File: config.mk
export PLATFORM = sky130hd
export DESIGN_NAME = axi4_sram_slv
export DESIGN_NICKNAME = d
export VERILOG_FILES = /design/src/rtl/axi4_sram_slv.sv
export SDC_FILE = /design/constraint.sdc
export NUM_CORES = 1
export LEC_CHECK = 0
export BUFFER_PORTS_ARGS = -buffer_cell sky130_fd_sc_hd__buf_2
export CAP_MARGIN = 10
export CORE_UTILIZATION = 38
export DETAILED_ROUTE_END_ITERATION = 8
export GPL_TIMING_DRIVEN = 0
export PLACE_DENSITY = 0.75
export SETUP_SLACK_MARGIN = 0.15
export SYNTH_ARGS = -nofsm -noshare
export SYNTH_HDL_FRONTEND = slang
export SYNTH_SLANG_ARGS = --single-unit
export TNS_END_PERCENT = 1
File: constraint.sdc
create_clock -name clk -period 2.13 [get_ports clk]
set_clock_uncertainty 0.2 [all_clocks]
set_input_delay 0.3195 -clock clk [delete_from_list [all_inputs] [get_ports clk]]
set_output_delay 0.3195 -clock clk [all_outputs]
set_load 0.01 [all_outputs]
File: src/rtl/axi4_sram_slv.sv
// AXI4 slave bridging one transaction at a time onto a 1-cycle SRAM.
// INCR/FIXED bursts, round-robin AW/AR arbitration, DECERR/SLVERR checks.
module axi4_sram_slv #(
    parameter int ADDR_W = 32,
    parameter int DATA_W = 32,
    parameter int MEM_AW = 12
) (
    input  logic                clk,
    input  logic                rst,
    input  logic [ADDR_W-1:0]   s_axi_awaddr,
    input  logic [7:0]          s_axi_awlen,
    input  logic [2:0]          s_axi_awsize,
    input  logic [1:0]          s_axi_awburst,
    input  logic                s_axi_awvalid,
    output logic                s_axi_awready,
    input  logic [DATA_W-1:0]   s_axi_wdata,
    input  logic [DATA_W/8-1:0] s_axi_wstrb,
    input  logic                s_axi_wlast,
    input  logic                s_axi_wvalid,
    output logic                s_axi_wready,
    output logic [1:0]          s_axi_bresp,
    output logic                s_axi_bvalid,
    input  logic                s_axi_bready,
    input  logic [ADDR_W-1:0]   s_axi_araddr,
    input  logic [7:0]          s_axi_arlen,
    input  logic [2:0]          s_axi_arsize,
    input  logic [1:0]          s_axi_arburst,
    input  logic                s_axi_arvalid,
    output logic                s_axi_arready,
    output logic [DATA_W-1:0]   s_axi_rdata,
    output logic [1:0]          s_axi_rresp,
    output logic                s_axi_rlast,
    output logic                s_axi_rvalid,
    input  logic                s_axi_rready,
    output logic                mem_en,
    output logic [DATA_W/8-1:0] mem_wen,
    output logic [MEM_AW-1:0]   mem_adr,
    output logic [DATA_W-1:0]   mem_wdat,
    input  logic [DATA_W-1:0]   mem_rdat
);

    typedef enum logic [2:0] {
        IDLE, WR_DATA, WR_RESP, RD_REQ, RD_DATA
    } state_t;

    state_t              state, state_nx;
    logic                prio;
    logic [MEM_AW-1:0]   cur;
    logic [7:0]          len;
    logic [7:0]          cnt;
    logic                fixed;
    logic [1:0]          err;
    logic                wl_err;
    logic [DATA_W-1:0]   rdata_q;
    logic                rd_new;
    logic                gnt_w, gnt_r;
    logic                last;
    logic                beat;
    logic [DATA_W-1:0]   rd_fresh;

    // Byte offsets are ignored: every access is a full aligned word.
    logic unused;
    assign unused = ^{s_axi_awaddr[1:0], s_axi_araddr[1:0]};

    function automatic logic [1:0] chk_err(
        input logic [ADDR_W-1:0] a,
        input logic [2:0]        sz,
        input logic [1:0]        b
    );
        if (a[ADDR_W-1:MEM_AW+2] != '0)
            return 2'b11;
        else if (sz != 3'b010 || b[1])
            return 2'b10;
        else
            return 2'b00;
    endfunction

    assign gnt_w = s_axi_awvalid && (!s_axi_arvalid || prio);
    assign gnt_r = s_axi_arvalid && (!s_axi_awvalid || !prio);
    assign last  = (cnt == len);
    assign beat  = (state == WR_DATA && s_axi_wvalid) ||
                   (state == RD_DATA && s_axi_rready);
    assign rd_fresh = (err == 2'b00) ? mem_rdat : '0;

    // Next-state and all handshake / SRAM strobes; reset forces them idle.
    always_comb begin
        state_nx      = state;
        s_axi_awready = 1'b0;
        s_axi_arready = 1'b0;
        s_axi_wready  = 1'b0;
        s_axi_bvalid  = 1'b0;
        s_axi_bresp   = 2'b00;
        s_axi_rvalid  = 1'b0;
        s_axi_rresp   = 2'b00;
        s_axi_rlast   = 1'b0;
        s_axi_rdata   = '0;
        mem_en        = 1'b0;
        mem_wen       = '0;
        mem_adr       = '0;
        mem_wdat      = '0;
        unique case (state)
            IDLE: begin
                s_axi_awready = gnt_w;
                s_axi_arready = gnt_r;
                if (gnt_w)
                    state_nx = WR_DATA;
                else if (gnt_r)
                    state_nx = RD_REQ;
            end
            WR_DATA: begin
                s_axi_wready = 1'b1;
                if (s_axi_wvalid) begin
                    mem_en   = (err == 2'b00);
                    mem_wen  = (err == 2'b00) ? s_axi_wstrb : '0;
                    mem_adr  = cur;
                    mem_wdat = s_axi_wdata;
                    if (last)
                        state_nx = WR_RESP;
                end
            end
            WR_RESP: begin
                s_axi_bvalid = 1'b1;
                s_axi_bresp  = (err != 2'b00) ? err :
                               (wl_err ? 2'b10 : 2'b00);
                if (s_axi_bready)
                    state_nx = IDLE;
            end
            RD_REQ: begin
                mem_en   = (err == 2'b00);
                mem_adr  = cur;
                state_nx = RD_DATA;
            end
            RD_DATA: begin
                s_axi_rvalid = 1'b1;
                s_axi_rresp  = err;
                s_axi_rlast  = last;
                s_axi_rdata  = rd_new ? rd_fresh : rdata_q;
                if (s_axi_rready)
                    state_nx = last ? IDLE : RD_REQ;
            end
            default: state_nx = IDLE;
        endcase
        if (rst) begin
            s_axi_awready = 1'b0;
            s_axi_arready = 1'b0;
            s_axi_wready  = 1'b0;
            s_axi_bvalid  = 1'b0;
            s_axi_bresp   = 2'b00;
            s_axi_rvalid  = 1'b0;
            s_axi_rresp   = 2'b00;
            s_axi_rlast   = 1'b0;
            s_axi_rdata   = '0;
            mem_en        = 1'b0;
            mem_wen       = '0;
            mem_adr       = '0;
            mem_wdat      = '0;
        end
    end

    // State, burst context, arbitration priority and captured read word.
    always_ff @(posedge clk) begin
        if (rst) begin
            state   <= IDLE;
            prio    <= 1'b0;
            cur     <= '0;
            len     <= '0;
            cnt     <= '0;
            fixed   <= 1'b0;
            err     <= 2'b00;
            wl_err  <= 1'b0;
            rdata_q <= '0;
            rd_new  <= 1'b0;
        end else begin
            state  <= state_nx;
            rd_new <= (state == RD_REQ);
            if (rd_new)
                rdata_q <= rd_fresh;
            if (state == IDLE && (gnt_w || gnt_r)) begin
                cnt    <= '0;
                wl_err <= 1'b0;
                if (s_axi_awvalid && s_axi_arvalid)
                    prio <= !prio;
                if (gnt_w) begin
                    cur   <= s_axi_awaddr[MEM_AW+1:2];
                    len   <= s_axi_awlen;
                    fixed <= (s_axi_awburst == 2'b00);
                    err   <= chk_err(s_axi_awaddr, s_axi_awsize,
                                     s_axi_awburst);
                end else begin
                    cur   <= s_axi_araddr[MEM_AW+1:2];
                    len   <= s_axi_arlen;
                    fixed <= (s_axi_arburst == 2'b00);
                    err   <= chk_err(s_axi_araddr, s_axi_arsize,
                                     s_axi_arburst);
                end
            end
            if (beat) begin
                cnt <= cnt + 8'd1;
                if (!fixed)
                    cur <= cur + MEM_AW'(1);
            end
            if (state == WR_DATA && s_axi_wvalid && (s_axi_wlast != last))
                wl_err <= 1'b1;
        end
    end

endmodule

==> out/summary.txt, run 1 <==
Mean area per synthesized cell: 8.56 um^2
Yosys synthesis warning count: 0
Hold Slack: 8.97 ps
Routed wire length per instance: 16.3 um
Status: finished, violations left
Cells along the critical path: buf_6 -> nor2_4 -> nand2_2 -> nor3b_4 -> buf_6 -> clkbuf_8 -> and2_4 -> buf_6
Delay-heaviest family, CP: simple AND/OR/NAND/NOR gates
CTS Buf Count: 9
Mapped Nets: 603
Max stage delay cell, worst path: dfxtp_2
Initial antenna violation count: 0
Most used DFF post-synth: dfxtp_1
Critical Path End Type: primary output
Worst hold path cell count: 2
CTS clk-pin slew, worst paths: 70 ps
Port bufs: 251
Vias per cell: 5.14
Ports: 257
Layout area overhead: 63.9%
Die ar.: 10200 um^2
Cell Count, Final, Fillers Out: 859
Crit path launch type: flop
Nets@finish: 893
Die X: 101 um
Global route total overflow: 0
Antenna diodes: 0
Setup WS pre-CTS: -629 ps
Slew Viols, Final: 0
Synth top cells by count: dfxtp_1 (69), nor2b_1 (45), and2_1 (40)
Crit path time final: 2400 ps
Worst EP required: 1610 ps
#FFs+latches synth: 69
Floorplan row count: 35
Yosys top cell by area: dfxtp_1
Yosys cell types: 45
Gr usage total: 26.1%
CORE AREA: 9370 um^2
Placer Congestion: 0.967
CP arrival: 1880 ps
Crit Path Category: flop to primary output
Max Clk Rate: 0.417 GHz
DP Cell Count: 815
Fill count: 811
CP Max Fanout: 8
Worst skew pair latency: 350 ps
Rel. slew slack: 64.4%
Worst vdd ir: 0.483 mV
Layout cells sized above 1: 49.3%
HPWL after DPL: 10500 um
Synth area leaders: dfxtp_1 (37%), a22o_1 (8.0%), nor2b_1 (7.6%)
PD cells: 823 nW/um^2
First-pass GRT wire length: 20300 um
Final Hold Viols: 0
CP dominant cell by count: buf_6
Crit path depth: 8
Max_cap viols: 0
Die Ht: 101 um
H-tree level count: 3
Worst-Margin Slew: 534 ps
CP max stage delay: 320 ps
Pwr Total: 0.00502 W
Worst r2r path cells: 6
Failing checks: setup timing
Final period util: 113%
CTS Buffer Depth: 2
Vias in the first global route: 4274
Root buf cell: clkbuf_8
Synth top area share: 37.1%
Syn Std Cell Area: 3720 um^2
Async S/R FF share, synth: 0%
Post-route setup slack: -271 ps
Initial Util: 39.7%
Largest net degree at the start of global routing: 13
Post-Syn Instances: 435
Crit path buf inv count: 4
Clk sinks: 69
WL final: 14000 um
Drc violations: 0
Post-synth EDFFs: 0
RSZ-0062 raised after global routing: yes
CTS tree: built
Top-count cell post-synth: dfxtp_1
Sequential area share after synthesis: 37.1%
TritonRoute pass-1 iters: 4
Pleak: 2.94 nW
Final setup vio count: 90
Hold Crit Class: primary input to flop
Routed via count: 4415
Detail Route Antenna Nets: 0
Iter 0 DRT Violations: 151
==> registers in the layout, summed over array words and instances (netlist names) <==
| register | cells |
|---|---|
| prio | 1 |
| cnt | 8 |
| wl_err | 1 |
| cur | 12 |
| state | 3 |
| len | 8 |
| fixed | 1 |
| rdata_q | 32 |
| err | 2 |
| rd_new | 1 |
==> final timing paths <==
path                                            start                    end  slack, ps
worst max-delay path            state[2]$_SDFFE_PP0P_           mem_wdat[24]       -270
worst min register to register  rdata_q[1]$_SDFF_PP0_  rdata_q[1]$_SDFF_PP0_        280
worst max register to register  state[2]$_SDFFE_PP0P_     cur[11]$_SDFF_PP0_       -170
worst min-delay path                      mem_rdat[5]  rdata_q[5]$_SDFF_PP0_          9
==> stage by stage <==
stage,utilization (%),setup TNS [ps],area [um^2]
3_3_place_gp,55.0,-30570,5150
4_1_cts,64.2,-16150,6020
3_5_place_dp,55.0,-34520,5150
5_1_grt,65.1,-23850,6100
2_1_floorplan,-,0,3740
6_report,65.1,-16000,6100
==> cells by family (layout without fill, tap and decap cells) <==
group,after synthesis,count (layout),share of synthesized area (%)
AOI/OAI and AO/OA,93,93,18.6
adders and majority gates,2,2,0.672
muxes,22,22,6.15
buffers and inverters,32,327,3.39
xor gates and xnor gates,15,15,3.53
DFF,69,69,37.1
and+or+nand+nor,202,202,30.6
==> worst register-to-register path: stages, from the launching register on <==
cell and delay (ps):
dfxtp_2 320, buf_6 140, nand3b_4 170, a211o_1 380, or4_4 570, or3_1 330
a31oi_1 140
==> power by group <==
part	internal [W]	leakage [nW]	total, W	switching, W
sequential	0.00151	0.564	0.00172	0.000214
clock	0.000928	0.136	0.00145	0.000521
combinational	0.000904	2.24	0.00185	0.000950
==> layout by cell type, fill, tap and decap left out, types with 3 or more instances in the layout <==
cell / n
a31oi_1: 4
nor4_1: 11
xor2_1: 5
dlygate4sd3_1: 9
and3_1: 6
clkbuf_1: 6
a22o_1: 34
and2_4: 17
bufinv_16: 4
a21oi_1: 18
buf_4: 10
mux2i_1: 15
xnor2_1: 10
clkbuf_2: 5
and2_1: 23
nor3_1: 12
o32a_1: 4
buf_6: 26
dfxtp_1: 64
nand2_2: 3
clkbuf_8: 23
nor2b_2: 6
a211oi_1: 12
mux2_2: 7
nor2b_1: 39
nand4_1: 8
dfxtp_2: 4
nor2_1: 34
nand3_1: 5
nand2_1: 16
buf_2: 236
o21ai_0: 7
==> metal layers <==
metal	up-vias	wire length (um)	track usage [%]
met3	24	887	4.02
met1	2036	5410	26.4
met2	210	7420	52.3
met5	-	0	0
met4	0	320	11.0
li1	2145	-	-
==> final cells by class <==
class / count / area [um^2] / share of cell area [%]
Buffer: 30 / 269 / 4.41
Clock buffer: 10 / 138 / 2.26
Clock inverter: 6 / 134 / 2.19
Inverter: 2 / 7.51 / 0.123
Multi-Input combinational cell: 334 / 2350 / 38.5
Sequential cell: 69 / 1390 / 22.8
Tap cell: 129 / 161 / 2.64
Timing Repair Buffer: 279 / 1650 / 27.1
==> repair_timing <==
item,4_1_cts,5_1_grt
gates cloned,5,0
endpoints found under the setup margin,124,121
hold endpoints to repair,9,0
gates resized for setup,107,21
pin swaps,34,4
hold buffers,9,0
setup buffers,10,4
Power figures use the tool's default switching activity.
==> run 2: changes to the inputs <==
- CORE_UTILIZATION: 38 -> 29
- HOLD_SLACK_MARGIN: unset -> 0.08
- PLACE_DENSITY: 0.75 -> 0.59
==> out/summary.txt, run 2 (synthesis gave the netlist of run 1 again) <==
DP Cell Count: 858
First-pass GRT wire length: 21500 um
Routed wire length per instance: 15.3 um
Worst-Margin Slew: 611 ps
H-tree level count: 3
Biggest register: rdata_q
Max reg flops: 32
Status: finished, violations left
Failing checks: setup timing
Crit path launch type: flop
Hold Crit Class: primary input to flop
RSZ-0062 raised after global routing: yes
Iter 0 DRT Violations: 134
Top flop regs: rdata_q x32, cur x12
Drc violations: 0
Crit path time final: 2360 ps
Clk sinks: 69
Most frequent cells in the layout: buf_2 (245), dfxtp_1 (64), nor2b_1 (38), dlygate4sd3_1 (34), a22o_1 (33)
Crit Path Category: flop to primary output
Setup WS pre-CTS: -721 ps
PD cells: 788 nW/um^2
Worst skew pair latency: 330 ps
Pleak: 3.04 nW
Routed via count: 4448
Post-route setup slack: -229 ps
Initial antenna violation count: 0
Vias in the first global route: 4395
Layout cells sized above 1: 47.3%
Initial Util: 29.6%
CTS Buffer Depth: 2
Port bufs: 251
TritonRoute pass-1 iters: 4
CTS Buf Count: 9
Vias per cell: 4.82
Max_cap viols: 0
Ports: 257
Die ar.: 13300 um^2
Die Ht: 115 um
Layout area overhead: 71.0%
Final setup vio count: 78
Commonest non-fill, non-tap cell in the layout: buf_2
Worst vdd ir: 0.399 mV
Gr usage total: 21.1%
Critical Path End Type: primary output
Fill count: 1223
Antenna diodes: 0
Largest net degree at the start of global routing: 11
CTS tree: built
Detail Route Antenna Nets: 0
Final Hold Viols: 0
WL final: 14100 um
Max Clk Rate: 0.424 GHz
Rel. slew slack: 59.3%
CORE AREA: 12600 um^2
CTS clk-pin slew, worst paths: 50 ps
Slew Viols, Final: 0
CP arrival: 1840 ps
Final period util: 111%
Global route total overflow: 0
CP Max Fanout: 8
Root buf cell: clkbuf_16
Floorplan row count: 41
Die X: 115 um
Placer Congestion: 0.917
Nets@finish: 913
Worst EP required: 1610 ps
HPWL after DPL: 10400 um
Cell Count, Final, Fillers Out: 922
==> run 2: layout make-up <==
type | count | area, um^2 | share of cell area (%)
Multi-Input combinational cell | 334 | 2400 | 37.7
Inverter | 2 | 7.51 | 0.118
Timing Repair Buffer | 299 | 1790 | 28.1
Clock buffer | 15 | 268 | 4.20
Clock inverter | 1 | 5.00 | 0.0786
Tap cell | 172 | 215 | 3.38
Sequential cell | 69 | 1390 | 21.8
Buffer | 30 | 294 | 4.62
==> run 2: worst max-delay path, stage by stage, from the launching register on <==
cell and delay (ps):
dfxtp_2 320, buf_6 130, nor2_4 90, nand2_2 80
nor3b_4 280, buf_6 200, clkbuf_8 150, and2_4 160
buf_6 100
==> run 2: path summary, 6_finish.rpt <==
check,from,to,slack [ps],depth (start not counted)
max,state[2]$_SDFFE_PP0P_,mem_wdat[8],-230,8
min,s_axi_arsize[2],err[1]$_SDFFE_PP0P_,110,4
max reg2reg,state[2]$_SDFFE_PP0P_,cur[11]$_SDFF_PP0_,-200,6
min reg2reg,rdata_q[14]$_SDFF_PP0_,rdata_q[14]$_SDFF_PP0_,270,1
==> run 2: metrics by stage <==
stage	utilization, %	total power [W]	hold slack, ps	TNS (ps)	instance area [um^2]
after floorplan	-	0.00267	241	0	3740
after global placement	41.4	0.00319	253	-33780	5210
after detailed placement	41.4	0.00322	257	-36570	5210
after CTS	50.0	0.00498	103	-12010	6290
after global routing	50.7	0.00532	124	-19540	6370
final	50.7	0.00502	114	-11550	6370
==> run 2: repair_timing <==
action	in CTS	in global routing
endpoints found under the setup margin	124	120
pin swaps	27	7
buffers inserted	8	0
resized for setup	101	29
cloned	6	0
hold buffers	34	0
endpoints found under the hold margin	34	0
==> run 2: routing by layer <==
metal | share of wire (%) | global-route usage, % | vias to the layer above | wire length, um
li1 | - | - | 2193 | -
met2 | 53 | 40.8 | 192 | 7410
met4 | 1.9 | 8.57 | 0 | 265
met1 | 39 | 22.6 | 2046 | 5540
met3 | 6.4 | 3.22 | 17 | 903
met5 | 0 | 0 | - | 0
==> run 2: power breakdown <==
part / switching (W) / leakage [nW] / total, W / internal, W
Combinational: 0.000957 / 2.34 / 0.00191 / 0.000958
Clock: 0.000516 / 0.134 / 0.00137 / 0.000851
Sequential: 0.000230 / 0.564 / 0.00174 / 0.00151
Total: 0.00170 / 3.04 / 0.00502 / 0.00332
==> run 3: changes to the inputs <==
==> constraint.sdc (replaced) <==
create_clock -name clk -period 2.13 [get_ports clk]
set_clock_uncertainty 0.2 [all_clocks]
set_input_delay 0.426 -clock clk [delete_from_list [all_inputs] [get_ports clk]]
set_output_delay 0.426 -clock clk [all_outputs]
set_load 0.01 [all_outputs]
==> out/summary.txt, run 3 (synthesis gave the netlist of run 1 again) <==
Status: finished, violations left
Failing checks: setup timing
CP Max Fanout: 8
WL final: 13300 um
Antenna diodes: 0
Vias in the first global route: 4348
Crit path time final: 2420 ps
Final period util: 114%
Vias per cell: 4.86
Worst-Margin Slew: 559 ps
Clk sinks: 69
CTS Buffer Depth: 2
Largest net degree at the start of global routing: 13
Worst vdd ir: 0.437 mV
Worst r2r path cells: 7
Pleak: 2.89 nW
Initial Util: 29.6%
Commonest non-fill, non-tap cell in the layout: buf_2
Critical Path End Type: primary output
HP Start: mem_rdat[22]
Worst hold path cell count: 2
Cell Count, Final, Fillers Out: 887
Storage element area: 1390 um^2
Final setup vio count: 93
Routed wire length per instance: 15.0 um
Nets@finish: 878
TritonRoute pass-1 iters: 4
HPWL after DPL: 10400 um
Slew Viols, Final: 0
Non-Filler Cell Area, Final: 6060 um^2
Final Util: 48.3%
Root buf cell: clkbuf_16
Global route total overflow: 0
RSZ-0062 raised after global routing: yes
Top flop regs: rdata_q x32, cur x12
Final Hold Viols: 0
Final TNS setup: -20840 ps
Gr usage total: 20.2%
Placed Area: 5320 um^2
First-pass GRT wire length: 20900 um
Drc violations: 0
Crit Path Category: flop to primary output
CORE AREA: 12600 um^2
Most frequent cells in the layout: buf_2 (248), dfxtp_1 (63), a22o_1 (34), and2_1 (34), nor2_1 (33)
PD cells: 880 nW/um^2
Layout area overhead: 62.8%
Post-route setup slack: -291 ps
CP arrival: 1790 ps
Biggest register: rdata_q
Ports: 257
Multi-input logic area: 2430 um^2
Hold Crit Class: primary input to flop
Detail Route Antenna Nets: 0
R2r startpoint: state[2]$_SDFFE_PP0P_
Worst skew pair latency: 330 ps
CTS tree: built
R2R setup slack: -220 ps
Layout cells sized above 1: 52.2%
H-tree level count: 3
Pwr Total: 0.00534 W
Worst EP required: 1500 ps
Floorplan row count: 41
Die ar.: 13300 um^2
Max Clk Rate: 0.413 GHz
Worst r2r dst: cur[11]$_SDFF_PP0_
Die Ht: 115 um
Iter 0 DRT Violations: 125
Initial antenna violation count: 0
DP Cell Count: 858
Routed via count: 4314
Fill count: 1210
Placer Congestion: 0.879
Port bufs: 251
Die X: 115 um
Crit path launch type: flop
CTS clk-pin slew, worst paths: 60 ps
Endpoint of the worst hold-timing path: rdata_q[22]$_SDFF_PP0_
Max reg flops: 32
Max_cap viols: 0
Rel. slew slack: 62.4%
CTS Buf Count: 9
-- run 3: cell count changes in the layout (fill, tap and decap cells not counted), sizes merged --
cell,change
clkinvlp,+1
dlygate4sd3,-34
clkbuf,-8
buf,+1
bufinv,+4
clkinv,+1
-- run 3: critical path: stages, from the launching register on --
cell      delay, ps
dfxtp_2         320
buf_6           130
nor2_4          120
nand2_4          70
nor3b_4         240
buf_6           180
clkbuf_4        160
and2_1          120
buf_2           120
-- run 3: layout make-up --
cell class	count	share of cell area [%]
multi-input combinational	334	40.1
timing repair buffer	264	23.1
sequential	69	22.9
buffer	30	4.23
clock buffer	9	3.71
tap	172	3.55
clock inverter	7	2.27
inverter	2	0.124
-- run 3: power breakdown --
part	total (W)	switching [W]	internal [W]
Clock	0.00184	0.000579	0.00126
Sequential	0.00172	0.000209	0.00151
Combinational	0.00178	0.000951	0.000831
Total	0.00534	0.00174	0.00360
-- run 3: worst max-delay path by stage --
stage | slack [ps] | to | startpoint
2_1_floorplan | 20 | cur[11]$_SDFF_PP0_ | state[2]$_SDFFE_PP0P_
3_3_place_gp | -670 | len[5]$_SDFFE_PP0P_ | s_axi_awvalid
3_5_place_dp | -710 | len[4]$_SDFFE_PP0P_ | s_axi_arvalid
4_1_cts | -290 | mem_wdat[12] | state[2]$_SDFFE_PP0P_
5_1_grt | -380 | mem_wdat[14] | state[2]$_SDFFE_PP0P_
6_report | -290 | mem_wdat[14] | state[2]$_SDFFE_PP0P_
-- run 3: repair_timing --
action / 4_1_cts / 5_1_grt
buffers inserted: 9 / 0
gates cloned: 4 / 0
setup endpoints to repair: 123 / 121
pin swaps: 9 / 4
hold buffers: 0 / 0
resized for setup: 71 / 25
-- run 3: routing by layer --
layer | wire, um | share of wire [%] | track usage [%] | up-vias
li1 | - | - | - | 2118
met1 | 5240 | 39 | 20.9 | 2000
met2 | 6910 | 52 | 39.1 | 180
met3 | 934 | 7.0 | 5.17 | 16
met4 | 194 | 1.5 | 6.41 | 0
met5 | 0 | 0 | 0 | -
-- run 3: metrics by stage --
step	setup WS (ps)	hold WS (ps)
3_3_place_gp	-672	253
6_report	-291	119
3_5_place_dp	-706	255
4_1_cts	-289	112
2_1_floorplan	23.1	241
5_1_grt	-380	125
